$ cat src/rtl/axis_detector_writer.sv
// axis_detector_writer: replays {time, pattern} stream words onto a
// 64-bit detector bus when a free-running timer reaches each time.
module axis_detector_writer (
  input  logic         aclk,
  input  logic         aresetn,
  input  logic [4:0]   cfg_data,
  output logic [31:0]  sts_data,
  output logic [63:0]  det_data,
  input  logic [127:0] s_axis_tdata,
  input  logic         s_axis_tvalid,
  output logic         s_axis_tready
);

  typedef enum logic [1:0] {
    IDLE,
    WAIT,
    PULSE
  } state_t;

  state_t      state;
  logic        run;
  logic        live;
  logic        accept;
  logic        due;
  logic        late;
  logic        late_hit;
  logic [3:0]  width_m1;
  logic [3:0]  cnt;
  logic [63:0] timer;
  logic [63:0] evt_time;
  logic [63:0] evt_pat;
  logic [31:0] late_cnt;

  assign run      = cfg_data[4];
  assign width_m1 = cfg_data[3:0];
  assign due      = evt_time <= timer;
  assign late     = evt_time < timer;
  assign accept   = s_axis_tvalid & s_axis_tready;

  // live holds tready low during reset even when run is already set
  assign s_axis_tready = live & run & (state == IDLE);
  assign sts_data      = late_cnt;

  assign late_hit = run & (state == WAIT) & late;

  always_ff @(posedge aclk or negedge aresetn) begin
    if (!aresetn) begin
      timer <= '0;
    end else if (!run) begin
      timer <= '0;
    end else begin
      timer <= timer + 64'd1;
    end
  end

  always_ff @(posedge aclk or negedge aresetn) begin
    if (!aresetn) begin
      state    <= IDLE;
      live     <= 1'b0;
      evt_time <= '0;
      evt_pat  <= '0;
      cnt      <= '0;
      det_data <= '0;
    end else begin
      live <= 1'b1;
      if (!run) begin
        state    <= IDLE;
        cnt      <= '0;
        det_data <= '0;
      end else begin
        unique case (state)
          IDLE: begin
            if (accept) begin
              evt_time <= s_axis_tdata[127:64];
              evt_pat  <= s_axis_tdata[63:0];
              state    <= WAIT;
            end
          end
          WAIT: begin
            // width is frozen here so a cfg change cannot stretch a pulse
            if (due) begin
              det_data <= evt_pat;
              cnt      <= width_m1;
              state    <= PULSE;
            end
          end
          PULSE: begin
            if (cnt == 4'd0) begin
              det_data <= '0;
              state    <= IDLE;
            end else begin
              cnt <= cnt - 4'd1;
            end
          end
          default: begin
            det_data <= '0;
            state    <= IDLE;
          end
        endcase
      end
    end
  end

  always_ff @(posedge aclk or negedge aresetn) begin
    if (!aresetn) begin
      late_cnt <= '0;
    end else if (late_hit && (late_cnt != 32'hFFFF_FFFF)) begin
      late_cnt <= late_cnt + 32'd1;
    end
  end

endmodule

$ cat config.mk
export PLATFORM = sky130hd
export DESIGN_NAME = axis_detector_writer
export DESIGN_NICKNAME = d
export VERILOG_FILES = /design/src/rtl/axis_detector_writer.sv
export SDC_FILE = /design/constraint.sdc
export NUM_CORES = 1
export LEC_CHECK = 0
export BUFFER_PORTS_ARGS = -buffer_cell sky130_fd_sc_hd__buf_2
export CORE_AREA = 3 3 110 217
export DETAILED_ROUTE_END_ITERATION = 12
export DIE_AREA = 0 0 113 220
export GPL_TIMING_DRIVEN = 0
export HOLD_SLACK_MARGIN = 0.08
export PLACE_DENSITY = 0.85
export SLEW_MARGIN = 30
export SYNTH_ARGS = -nofsm -noshare
export SYNTH_HDL_FRONTEND = slang
export SYNTH_SLANG_ARGS = --single-unit
$ cat constraint.sdc
create_clock -name aclk -period 5.8 [get_ports aclk]
set_input_delay 0.58 -clock aclk [delete_from_list [all_inputs] [get_ports aclk]]
set_output_delay 0.58 -clock aclk [all_outputs]
set_load 0.03 [all_outputs]
# Word level (Yosys, flattened, before mapping)
# Index checks and enable logic that the tools add are counted.
# word_totals
regBits	295
latchBits	0
mem_bits_rw	0
rom_bits	0
inputBits	136
out_inout_bits	97
elab_cells	48
memories	0
# op_classes
addsub	3
mul	0
div	0
magnitude_cmp	2
n_eq_ne	9
n_shift	0
n_mux	14
bitwise_logic	5
n_reduce_logical	7
# op_table
cell	n
2-to-1 mux 64 bit	4
case mux 64 bit (3 select lines)	1
adder 64 x 1 -> 64 bit (second input constant)	1
less-or-equal comparator 64 bit	1
less-than comparator 64 bit	1
adder 32 x 1 -> 32 bit (second input constant)	1
!= test 32 bit (second input constant)	1
2-to-1 mux 4 bit	3
!= test 3 bit (second input constant)	4
AND reduction 3 bit	4
2-to-1 mux 2 bit	4
case mux 4 bit (2 select lines)	1
case mux 2 bit (3 select lines)	1
bitwise AND 1 bit	5
zero test 4 bit	1
subtractor 4 x 1 -> 4 bit (second input constant)	1
!= test 3 x 1 -> 1 bit (second input constant)	1
equality test 2 x 1 -> 1 bit (second input constant)	1
equality test 2 bit (second input constant)	1
zero test 2 bit	1
!= test 2 bit (second input constant)	1
logical AND 1 bit	1

# Depth between registers and ports, before layout
# Gate-level depths: netlist (run 1).
# depth
depth_word	6
ltp_mapped	13
ltp_nobuf	10

# Least setup slack after synthesis (run 1)
# Ideal clock, no wire load.
# synth_timing
kind	register to register
startpoint	register timer[57]
endpoint	register det_data[10]
setup_ns	0.066
t_arrival_ns	3.041
required_ns	5.734
path_slack_ns	2.693
path_stages_with_launch	13
path_buffers	2
period_less_slack_ns	3.107
path_cell_list	dfrtp_1 > inv_1 > ha_1 > nand4_2 > or4_1 > or4_4 > o22ai_1 > a2111oi_1 > and2_1 > buf_6 > o31ai_4 > buf_6 > a22o_1
# synth_via
elab_chain_len	3
# synth_rtl
item	line_no	rtl
from (decl)	29	logic [63:0] timer;
from (signal assigned)	52	timer <= timer + 64'd1;
less-or-equal comparator 64 bit	36	assign due = evt_time <= timer;
!= test 3 bit (no line)	n/a	
AND reduction 3 bit (no line)	n/a	
to (signal assigned)	82	det_data <= evt_pat;
to (decl)	8	output logic [63:0] det_data,
# Every way passes these cells.
# A chain may end at the register's enable or synchronous reset.

# Final worst setup path (run 1)
# layout_timing
startpoint	register timer[57]
endpoint	register det_data[49]
# Same word-level chain as after synthesis.

==> results of run 1 <==
## logic make-up after synthesis
kind of cell	synth area share
adder cells (fa/ha/maj)	0.0628
other	0.000277
multiplexers	0.107
XOR/XNOR	0.0524
flip-flops	0.545
buffers and inverters	0.0380
AO/OA/AOI/OAI	0.0826
AND/OR/NAND/NOR	0.112
## worst max-delay path, stage by stage (launching register included)
cell and delay [ns]:
dfrtp_1 0.37, inv_1 0.08, ha_1 0.32, nand4_2 0.13
or4_1 0.57, or4_4 0.50, o22ai_1 0.25, a2111oi_2 0.09
buf_2 0.19, and2_1 0.17, buf_6 0.14, o31ai_4 0.64
buf_6 0.24, a22o_1 0.16
## layer usage
| layer | wire length, um | up-vias |
|---|---|---|
| met5 | 0 | - |
| met1 | 11900 | 4955 |
| met3 | 1670 | 100 |
| met4 | 1420 | 0 |
| met2 | 18700 | 280 |
| li1 | - | 4613 |
## sequential cells by signal (all words and copies together) (netlist names)
name and count:
det_data 64, evt_pat 64, evt_time 64, timer 64, sts_data 32, cnt 4
state 2, live 1
## layout make-up
type                            count  area, um2
Antenna cell                        6       15.0
Buffer                             43        223
Clock buffer                       30        696
Clock inverter                     18        231
Fill cell                        1559       6210
Inverter                           78        293
Multi-Input combinational cell    739       5670
Sequential cell                   295       7380
Tap cell                          276        345
Timing Repair Buffer              237       1290
## through the flow
step           cell area (um2)  setup slack (ns)
4_1_cts                  16100              1.88
2_1_floorplan            13500              2.69
3_5_place_dp             15200              1.93
5_1_grt                  16100              1.67
3_3_place_gp             15100             -1.20
6_report                 16100              1.89
## layout by cell type (no fill, tap or decap), types with 3 or more instances in the layout
master / synthesis / final
a211oi_1: 5 / 5
a21o_1: 4 / 4
a21oi_1: 37 / 37
a221oi_1: 3 / 3
a22o_1: 69 / 69
and2_1: 3 / 3
and3_1: 11 / 11
and4_1: 12 / 12
buf_1: 3 / 3
buf_16: 0 / 4
buf_2: 7 / 238
buf_6: 7 / 7
bufinv_16: 0 / 4
clkbuf_1: 26 / 27
clkbuf_16: 0 / 26
clkbuf_8: 0 / 3
clkinv_2: 0 / 3
clkinv_4: 0 / 4
clkinvlp_4: 0 / 6
dfrtp_1: 295 / 295
diode_2: 0 / 6
ha_1: 68 / 68
inv_1: 77 / 77
mux2_2: 129 / 129
nand2_1: 59 / 59
nand2b_1: 3 / 3
nand3_1: 46 / 46
nand4_1: 20 / 20
nor2_1: 79 / 79
nor3_1: 27 / 27
nor4_1: 20 / 18
o21ai_0: 25 / 25
or3_1: 10 / 10
or4_1: 6 / 6
xnor2_1: 58 / 58
xor2_1: 23 / 23
## worst max-delay path by stage
stage / slack [ns] / to / from
2_1_floorplan: 2.69 / det_data[10] / timer[57]
3_3_place_gp: -1.20 / evt_pat[38] / aresetn
3_5_place_dp: 1.93 / det_data[7] / timer[61]
4_1_cts: 1.88 / det_data[49] / timer[57]
5_1_grt: 1.67 / det_data[49] / timer[61]
6_report: 1.89 / det_data[49] / timer[57]
## power by group through the flow
| stage | sequential (mW) | clock [mW] | combinational, mW |
|---|---|---|---|
| floorplan | 2.58 | 0 | 0.609 |
| global placement | 2.53 | 0 | 0.952 |
| detailed placement | 2.55 | 0 | 1.02 |
| CTS | 2.52 | 1.91 | 1.03 |
| global route | 2.55 | 1.97 | 1.13 |
| finish | 2.52 | 1.87 | 1.02 |
==> metrics, run 1 <==
status=complete, no violations; die height=between 200 and 250 um; FF-to-FF End=det_data[49]; most common flop cell mapped by yosys=dfrtp_1; Via-to-Cell Ratio=a little under 6; Placeable Area=0.0224 mm2; Post-synth EDFFs=0; Initial DRT Pass Iterations=4; reg2reg setup slack=1.89 ns; TritonCTS clock tree=built; # port buffers=between 200 and 250; clk sinks=about 300; Post-CTS Setup Bufs=0; total routed wirelength=approximately 34000 um; Final Hold Vio Count=0; met2 Use GR=0.503; Area contributors post-synth=dfrtp_1, mux2_2, ha_1, a22o_1, xnor2_1; Max clock buf depth=3; syn avg cell area=11.7 um2; antenna violations before repair=6; Worst Path Arrival=around 4.4 ns; Switch Pwr=around 1.5 mW; Routability Congestion=roughly 0.84; root buffer cell=clkbuf_16; internal power=3.87 mW; DRT iter0 DRCs=between 400 and 500; Fmax achieved=around 0.26 GHz; # nets final=approximately 1600; Starting Density=0.606; Slew @ Worst Pin=just under 1 ns; fin crit share=0.675; Tmin final=roughly 3.9 ns; total power=5.41 mW; Post-synth ARST share=1.00; Setup-failing EPs final=0; total negative setup slack=0 ns; Net Count, Synth=~1400; synth-to-layout area growth=19.2%; vias in the first global route=10731; met1 Use GR=0.290; first-pass GRT wire length=between 50000 and 60000 um; data required time of the critical path=6.28 ns; # rows=77; Worst setup SP type=flop; Antenna Violating Nets Remaining=0; Worst R2R Path Depth=13; post-placement cell count=~1700; Pwr per Cell Area=335 mW/mm2; RSZ-0062 raised after global routing=false; part of the Yosys area used for sequential elements=0.545; depth of the CTS H-tree=1; Comb power frac=0.189; Die X=113 um; hold buffers post-CTS=1; Net Sw Frac=0.285; GR Overflow Total=0; HPWL Detailed=between 20000 and 25000 um; clock latency on the worst-skew pair=about 0.55 ns; leakage power=between 7 and 8 nW; Hold Path End=evt_pat[45]; area share of the largest cell type after synthesis=0.545; post_cts resized=0; Setup crit end kind=flop; Die ar.=0.0249 mm2; HP Class=primary input to flop; gr busiest metal=met2; final hold slack=~0.26 ns; Final Slew Violations=0; share of post-route cells with drive strength above 1=0.302; Yosys top cell by area=dfrtp_1; via count=approximately 9900; WHS Path Cells=2; largest net degree at the start of global routing=80; Clock transition at path regs=roughly 0.07 ns; Num CTS Buffers=26; synth cell count leaders=dfrtp_1, mux2_2, nor2_1; MaxCap Viol Count=0; fin cells=1722; utilization after layout=0.722; grt met3 use=0.0437; worst-case vdd ir drop=~0.00034 V; Yosys cell types=46; gr usage total=0.267; #FFs+latches synth=about 300; sequential share of power=0.466; Clock power frac=0.345; Post-Synthesis Cell Area=approximately 0.014 mm2; slew margin rel.=0.358; CP Class=flop to flop; hold path start=s_axis_tdata[45]; most common cell in the synthesized netlist=dfrtp_1; Yosys warning count=0; crit path max fanout=10; origin of the critical flop-to-flop path=timer[57]; clock skew=between 0.01 and 0.015 ns; num ports=about 230; routed len/inst=~20 um; # DRC=0; Mapped Cells=~1200
Power figures use the tool's default switching activity.
==> run 2, diff against run 1 <==
--- a/config.mk
+++ b/config.mk
@@ -6,12 +6,12 @@
 export NUM_CORES = 1
 export LEC_CHECK = 0
 export BUFFER_PORTS_ARGS = -buffer_cell sky130_fd_sc_hd__buf_2
-export CORE_AREA = 3 3 110 217
+export CORE_AREA = 3 3 120 237
 export DETAILED_ROUTE_END_ITERATION = 12
-export DIE_AREA = 0 0 113 220
+export DIE_AREA = 0 0 123 240
 export GPL_TIMING_DRIVEN = 0
 export HOLD_SLACK_MARGIN = 0.08
-export PLACE_DENSITY = 0.85
+export PLACE_DENSITY = 0.75
 export SLEW_MARGIN = 30
 export SYNTH_ARGS = -nofsm -noshare
 export SYNTH_HDL_FRONTEND = slang
==> constraint.sdc (replaced) <==
create_clock -name aclk -period 3.5 [get_ports aclk]
set_input_delay 0.35 -clock aclk [delete_from_list [all_inputs] [get_ports aclk]]
set_output_delay 0.35 -clock aclk [all_outputs]
set_load 0.03 [all_outputs]
==> metrics, run 2 (synthesized netlist as in run 1, its figures left out) <==
Place WS=-0.416 ns (-2.34 ns); critical path cell sequence=ha_4, nand4_1, or4_4, or4_4, o22ai_4, a2111oi_4, and2_1, buf_6, o21a_4, buf_8, buf_6, a22o_1; slew margin rel.=0.439 (+0.0811); Die X=123 um (+8.8%); depth of the CTS H-tree=1 (unchanged); # nets final=1763 (+8.6%); data required time of the critical path=3.94 ns (-2.34 ns); final hold slack=0.174 ns (-0.0870 ns); commonest non-fill, non-tap cell in the layout=dfrtp_1; antenna violations before repair=1 (-5); clk sinks=295 (unchanged); Pwr per Cell Area=518 mW/mm2 (+54%); CP max stage cell=or4_4; Setup crit end kind=flop; Initial DRT Pass Iterations=5 (+1); synth-to-layout area growth=32.2%; DRT iter0 DRCs=451 (+8.9%); utilization after layout=0.666 (-0.0565); Fmax achieved=0.291 GHz (+14%); Starting Density=0.504 (-0.103); status=complete, no violations; post-placement cell count=1738 (+4.3%); GR Overflow Total=0 (unchanged); root buffer cell=clkbuf_16; MaxCap Viol Count=0 (unchanged); Worst setup SP type=flop; TritonCTS clock tree=built; # rows=85 (+10%); worst-case vdd ir drop=0.000493 V (+46%); WHS Path Cells=4 (+2); Num CTS Buffers=27 (+3.8%); CP bufs+invs=3 (-1); Antenna Violating Nets Remaining=0 (unchanged); most frequent cells in the layout=dfrtp_1, buf_2, mux2_2, dlygate4sd3_1, nor2_1; instance count on the critical path=12 (-1); Clock transition at path regs=0.07 ns (about the same); clock skew=0.0204 ns (+0.0100 ns); fin cells=1929 (+12%); total power=9.28 mW (+71%); leakage power=8.29 nW (+8.4%); vias in the first global route=11383 (+6.1%); Die ar.=0.0295 mm2 (+19%); Max clock buf depth=3 (unchanged); die height=240 um (+9.1%); Tmin final=3.44 ns (-0.477 ns); CP max stage delay=0.55 ns (-0.09 ns); fin worst setup slack=0.0629 ns (-1.82 ns); # DRC=0 (unchanged); Routability Congestion=0.844 (about the same); share of post-route cells with drive strength above 1=0.304 (+0.00210); total routed wirelength=36700 um (+8.9%); Largest delay share family, worst path=simple AND/OR/NAND/NOR gates; Via-to-Cell Ratio=5.53 (-4.3%); HP Class=primary input to flop; CP Class=flop to flop; Setup-failing EPs final=0 (unchanged); Worst R2R Path Depth=12 (-1); first-pass GRT wire length=56500 um (+6.0%); clock latency on the worst-skew pair=0.55 ns (about the same); crit path max fanout=10 (unchanged); Final Hold Vio Count=0 (unchanged); RSZ-0062 raised after global routing=true; gr usage total=0.241 (-0.0255); Worst Path Arrival=3.87 ns (-0.52 ns); Slew @ Worst Pin=0.842 ns (-0.122 ns); # port buffers=231 (unchanged); Final Slew Violations=0 (unchanged); HPWL Detailed=24800 um (+1.1%); largest net degree at the start of global routing=88 (+10%); via count=10662 (+7.2%); num ports=233 (unchanged); routed len/inst=19.0 um (-2.7%); Placeable Area=0.0269 mm2 (+20%); fin crit share=0.982 (+0.307)
run 2: final timing paths:
kind / from / endpoint / slack, ns
worst max-delay path: evt_time[49] / det_data[22] / 0.06
worst min-delay path: cfg_data[2] / cnt[2] / 0.17
worst max register to register: evt_time[49] / det_data[22] / 0.06
worst min register to register: evt_pat[60] / det_data[60] / 0.49
max in group asynchronous: aresetn / sts_data[20] / 1.97
min in group asynchronous: aresetn / evt_pat[4] / 0.30
run 2: metrics by stage:
step,cell area (um2),setup TNS (ns)
after floorplan,13500,0
after global placement,15100,-1051.49
after CTS,17600,-0.00471
after detailed placement,15300,-26.12
after global routing,17900,-0.662
final,17900,0
run 2: tightest hold or removal path, delay by kind of cell:
family                 cells  cell delay [ns]
buffers and inverters      1             0.10
AO/OA/AOI/OAI              2             0.19
AND/OR/NAND/NOR            1             0.04
run 2: layer usage:
layer / track usage / wire (um) / up-vias / share of wire
met5: 0 / 0 / - / 0
met4: 0.115 / 2080 / 0 / 0.057
met3: 0.0344 / 1580 / 117 / 0.043
met2: 0.459 / 20000 / 326 / 0.55
met1: 0.255 / 13000 / 5331 / 0.35
li1: - / - / 4888 / -
run 2: final cells by class:
class	instances	area, um2
Fill cell	1919	8990
Sequential cell	295	7380
Multi-Input combinational cell	739	5940
Timing Repair Buffer	375	2650
Clock buffer	34	752
Tap cell	348	435
Inverter	78	293
Buffer	43	277
Clock inverter	14	186
Antenna cell	3	7.51
run 2: report_power, final:
part	internal, mW	switching (mW)	total, mW
Sequential	3.88	0.321	4.20
Clock	1.82	1.32	3.15
Combinational	0.946	0.985	1.93
run 2: repair_timing:
action / 4_1_cts / 5_1_grt
endpoints found under the setup margin: 83 / 74
resized for setup: 19 / 45
gates cloned: 0 / 1
setup buffers: 3 / 8
endpoints found under the hold margin: 177 / 0
hold buffers: 129 / 0
pin swaps: 9 / 20
==> run 3, diff against run 2 <==
--- a/config.mk
+++ b/config.mk
@@ -5,13 +5,14 @@
 export SDC_FILE = /design/constraint.sdc
 export NUM_CORES = 1
 export LEC_CHECK = 0
+export ABC_AREA = 1
 export BUFFER_PORTS_ARGS = -buffer_cell sky130_fd_sc_hd__buf_2
-export CORE_AREA = 3 3 120 237
+export CORE_AREA = 3 3 127 252
 export DETAILED_ROUTE_END_ITERATION = 12
-export DIE_AREA = 0 0 123 240
+export DIE_AREA = 0 0 130 255
 export GPL_TIMING_DRIVEN = 0
 export HOLD_SLACK_MARGIN = 0.08
-export PLACE_DENSITY = 0.75
+export PLACE_DENSITY = 0.76
 export SLEW_MARGIN = 30
 export SYNTH_ARGS = -nofsm -noshare
 export SYNTH_HDL_FRONTEND = slang
==> metrics, run 3 <==
routed len/inst=16.9 um (-11%); Die ar.=0.0332 mm2 (+12%); Pwr per Cell Area=477 mW/mm2 (-7.8%); Largest delay share family, worst path=compound AO/OA/AOI/OAI gates; hold path start=cfg_data[4]; largest family of logic cells by synthesized area=simple AND/OR/NAND/NOR gates; Routability Congestion=0.966 (+15%); Post-Synth Simple-Gate Area=0.310 (+0.198); fin crit share=0.872 (-0.111); Fmax achieved=0.328 GHz (+13%); worst-case vdd ir drop=0.000501 V (+1.6%); origin of the critical flop-to-flop path=timer[31]; routed wl met2=25600 um (+28%); clock latency on the worst-skew pair=0.57 ns (+0.02 ns); total power=9.37 mW (+1.0%); vias in the first global route=14910 (+31%); largest net degree at the start of global routing=89 (+1.1%); Comb power frac=0.212 (+0.004); die height=255 um (+6.3%); leakage power=9.93 nW (+20%); clk sinks=295 (unchanged); TritonCTS clock tree=built; most common cell in the synthesized netlist=nand2_1; total routed wirelength=47200 um (+29%); Worst Path Arrival=3.54 ns (-0.33 ns); CP max stage delay=0.44 ns (-0.11 ns); utilization after layout=0.648 (-0.0179); Mapped Cells=2009 (+74%); synth-to-layout area growth=25.6%; Adder-Cell Fraction of Synth Area=0.0544 (-0.00836); Yosys top cell by area=dfrtp_1; first-pass GRT wire length=74100 um (+31%); Yosys cell types=42 (-8.7%); num ports=233 (unchanged); Worst R2R Path Depth=11 (-1); Slew @ Worst Pin=0.832 ns (-0.00993 ns); instance count on the critical path=11 (-1); M1 WL=16600 um (+28%); Net Sw Frac=0.303 (+0.0201); Final Slew Violations=0 (unchanged); Clock power frac=0.351 (+0.012); Area contributors post-synth=dfrtp_1, nand2_1, ha_1, nor2_1, inv_1; sequential share of power=0.437 (-0.016); # rows=90 (+5.9%); antenna violations before repair=0 (-1); Setup-failing EPs final=0 (unchanged); crit path max fanout=10 (unchanged); RSZ-0062 raised after global routing=false; CP bufs+invs=2 (-1); status=complete, no violations; # DRC=0 (unchanged); Via-to-Cell Ratio=5.30 (-4.0%); worst setup path startpoint=timer[31]; slew margin rel.=0.440 (+0.00151); synth cell count leaders=nand2_1, dfrtp_1, nor2_1; Antenna Violating Nets Remaining=0 (unchanged); gr usage total=0.282 (+0.0409); root buffer cell=clkbuf_16; most frequent cells in the layout=nand2_1, dfrtp_1, buf_2; syn avg cell area=7.78 um2 (-34%); CP max stage cell=clkbuf_1; WHS Path Cells=3 (-1); Post-synth ARST share=1.00 (unchanged); post_cts resized=0 (-19); HPWL Detailed=35200 um (+42%); GR Overflow Total=0 (unchanged); total negative setup slack=0 ns (unchanged); share of post-route cells with drive strength above 1=0.141 (-0.163); part of the Yosys area used for sequential elements=0.472 (-0.0725); post-synthesis mux area share=0 (-0.107); metal3 WL=2000 um (+26%); MaxCap Viol Count=0 (unchanged); Starting Density=0.516 (+0.0124); Max clock buf depth=3 (unchanged); XOR/XNOR share of the synthesized area=0.0370 (-0.0154); area share of the largest cell type after synthesis=0.472 (-0.0725); Post-synth EDFFs=0 (unchanged); Net Count, Synth=2213 (+63%); Num CTS Buffers=28 (+3.7%); Final Hold Vio Count=0 (unchanged); # port buffers=231 (unchanged); Top Layer Used=met4; final hold slack=0.214 ns (+0.0405 ns); via count=14800 (+39%); commonest non-fill, non-tap cell in the layout=nand2_1; HP Class=primary input to flop; critical path cell sequence=inv_1, ha_1, a21oi_1, o21a_1, nand2_1, a21oi_1, nand2_1, a21oi_1, clkbuf_1, nand4_1, nand2_1; #FFs+latches synth=295 (unchanged); most common flop cell mapped by yosys=dfrtp_1; data required time of the critical path=3.99 ns (+0.05 ns); depth of the CTS H-tree=1 (unchanged); Yosys warning count=0 (unchanged); CP Class=flop to flop; Switch Pwr=2.84 mW (+8.2%); compound-cell area share of the yosys netlist=0.0530 (-0.0296); internal power=6.53 mW (-1.8%); Clock transition at path regs=0.06 ns (about the same); clock skew=0.0187 ns (-0.00167 ns); Worst setup SP type=flop; DRT iter0 DRCs=822 (+82%); Placeable Area=0.0303 mm2 (+13%); # nets final=2606 (+48%); Die X=130 um (+5.7%); Tmin final=3.05 ns (-0.387 ns); Post-Synthesis Cell Area=0.0156 mm2 (+15%); Initial DRT Pass Iterations=7 (+2); Setup crit end kind=flop
run 3: routing by layer:
metal	vias to the layer above	track usage
met5	-	0
met2	476	0.534
met3	166	0.0324
met4	0	0.168
met1	6974	0.291
li1	7184	-
run 3: layout make-up:
| cell class | count | area (um2) |
|---|---|---|
| Buffer | 74 | 369 |
| Inverter | 206 | 773 |
| Clock inverter | 15 | 201 |
| Antenna cell | 1 | 2.50 |
| Fill cell | 2550 | 10700 |
| Clock buffer | 34 | 795 |
| Timing Repair Buffer | 363 | 2540 |
| Tap cell | 368 | 460 |
| Sequential cell | 295 | 7380 |
| Multi-Input combinational cell | 1434 | 7100 |
run 3: per-stage QoR:
stage | worst slack (ns) | area [um2] | instances
global placement | -3.31 | 17200 | 2608
floorplan | 1.43 | 15600 | 2009
detailed placement | 0.591 | 17300 | 2611
finish | 0.450 | 19600 | 2790
CTS | 0.546 | 19600 | 2789
global route | 0.308 | 19600 | 2789
run 3: worst paths after layout:
kind	to	slack, ns
worst min register to register	det_data[41]	0.47
worst max register to register	sts_data[15]	0.45
max in group asynchronous	evt_pat[44]	2.05
worst min-delay path	state[1]	0.21
min in group asynchronous	evt_time[27]	0.30
worst max-delay path	sts_data[15]	0.45
run 3: what timing repair did:
item | in CTS | in global routing
hold endpoints to repair | 185 | 0
setup buffers | 0 | 0
hold buffers | 129 | 0
setup endpoints to repair | 0 | 0
run 3: logic make-up after synthesis:
family	after synthesis
buffers and inverters	280
other	1
DFF	295
xor gates and xnor gates	66
adders and majority gates	68
AOI/OAI and AO/OA	159
and+or+nand+nor	1140
run 3: worst reg2reg max path, cell delays in order (launching register included):
cell and delay [ns]:
dfrtp_1 0.42, inv_1 0.09, ha_1 0.33, a21oi_1 0.19, o21a_1 0.15, nand2_1 0.07
a21oi_1 0.35, nand2_1 0.21, a21oi_1 0.41, clkbuf_1 0.44, nand4_1 0.22, nand2_1 0.11
run 3: power by group through the flow:
stage	registers, mW	logic, mW	clock network [mW]
after floorplan	4.20	1.16	0
after global placement	4.13	1.77	0
after detailed placement	4.15	1.86	0
after CTS	4.09	1.99	3.35
after global routing	4.13	2.26	3.49
final	4.09	1.99	3.29
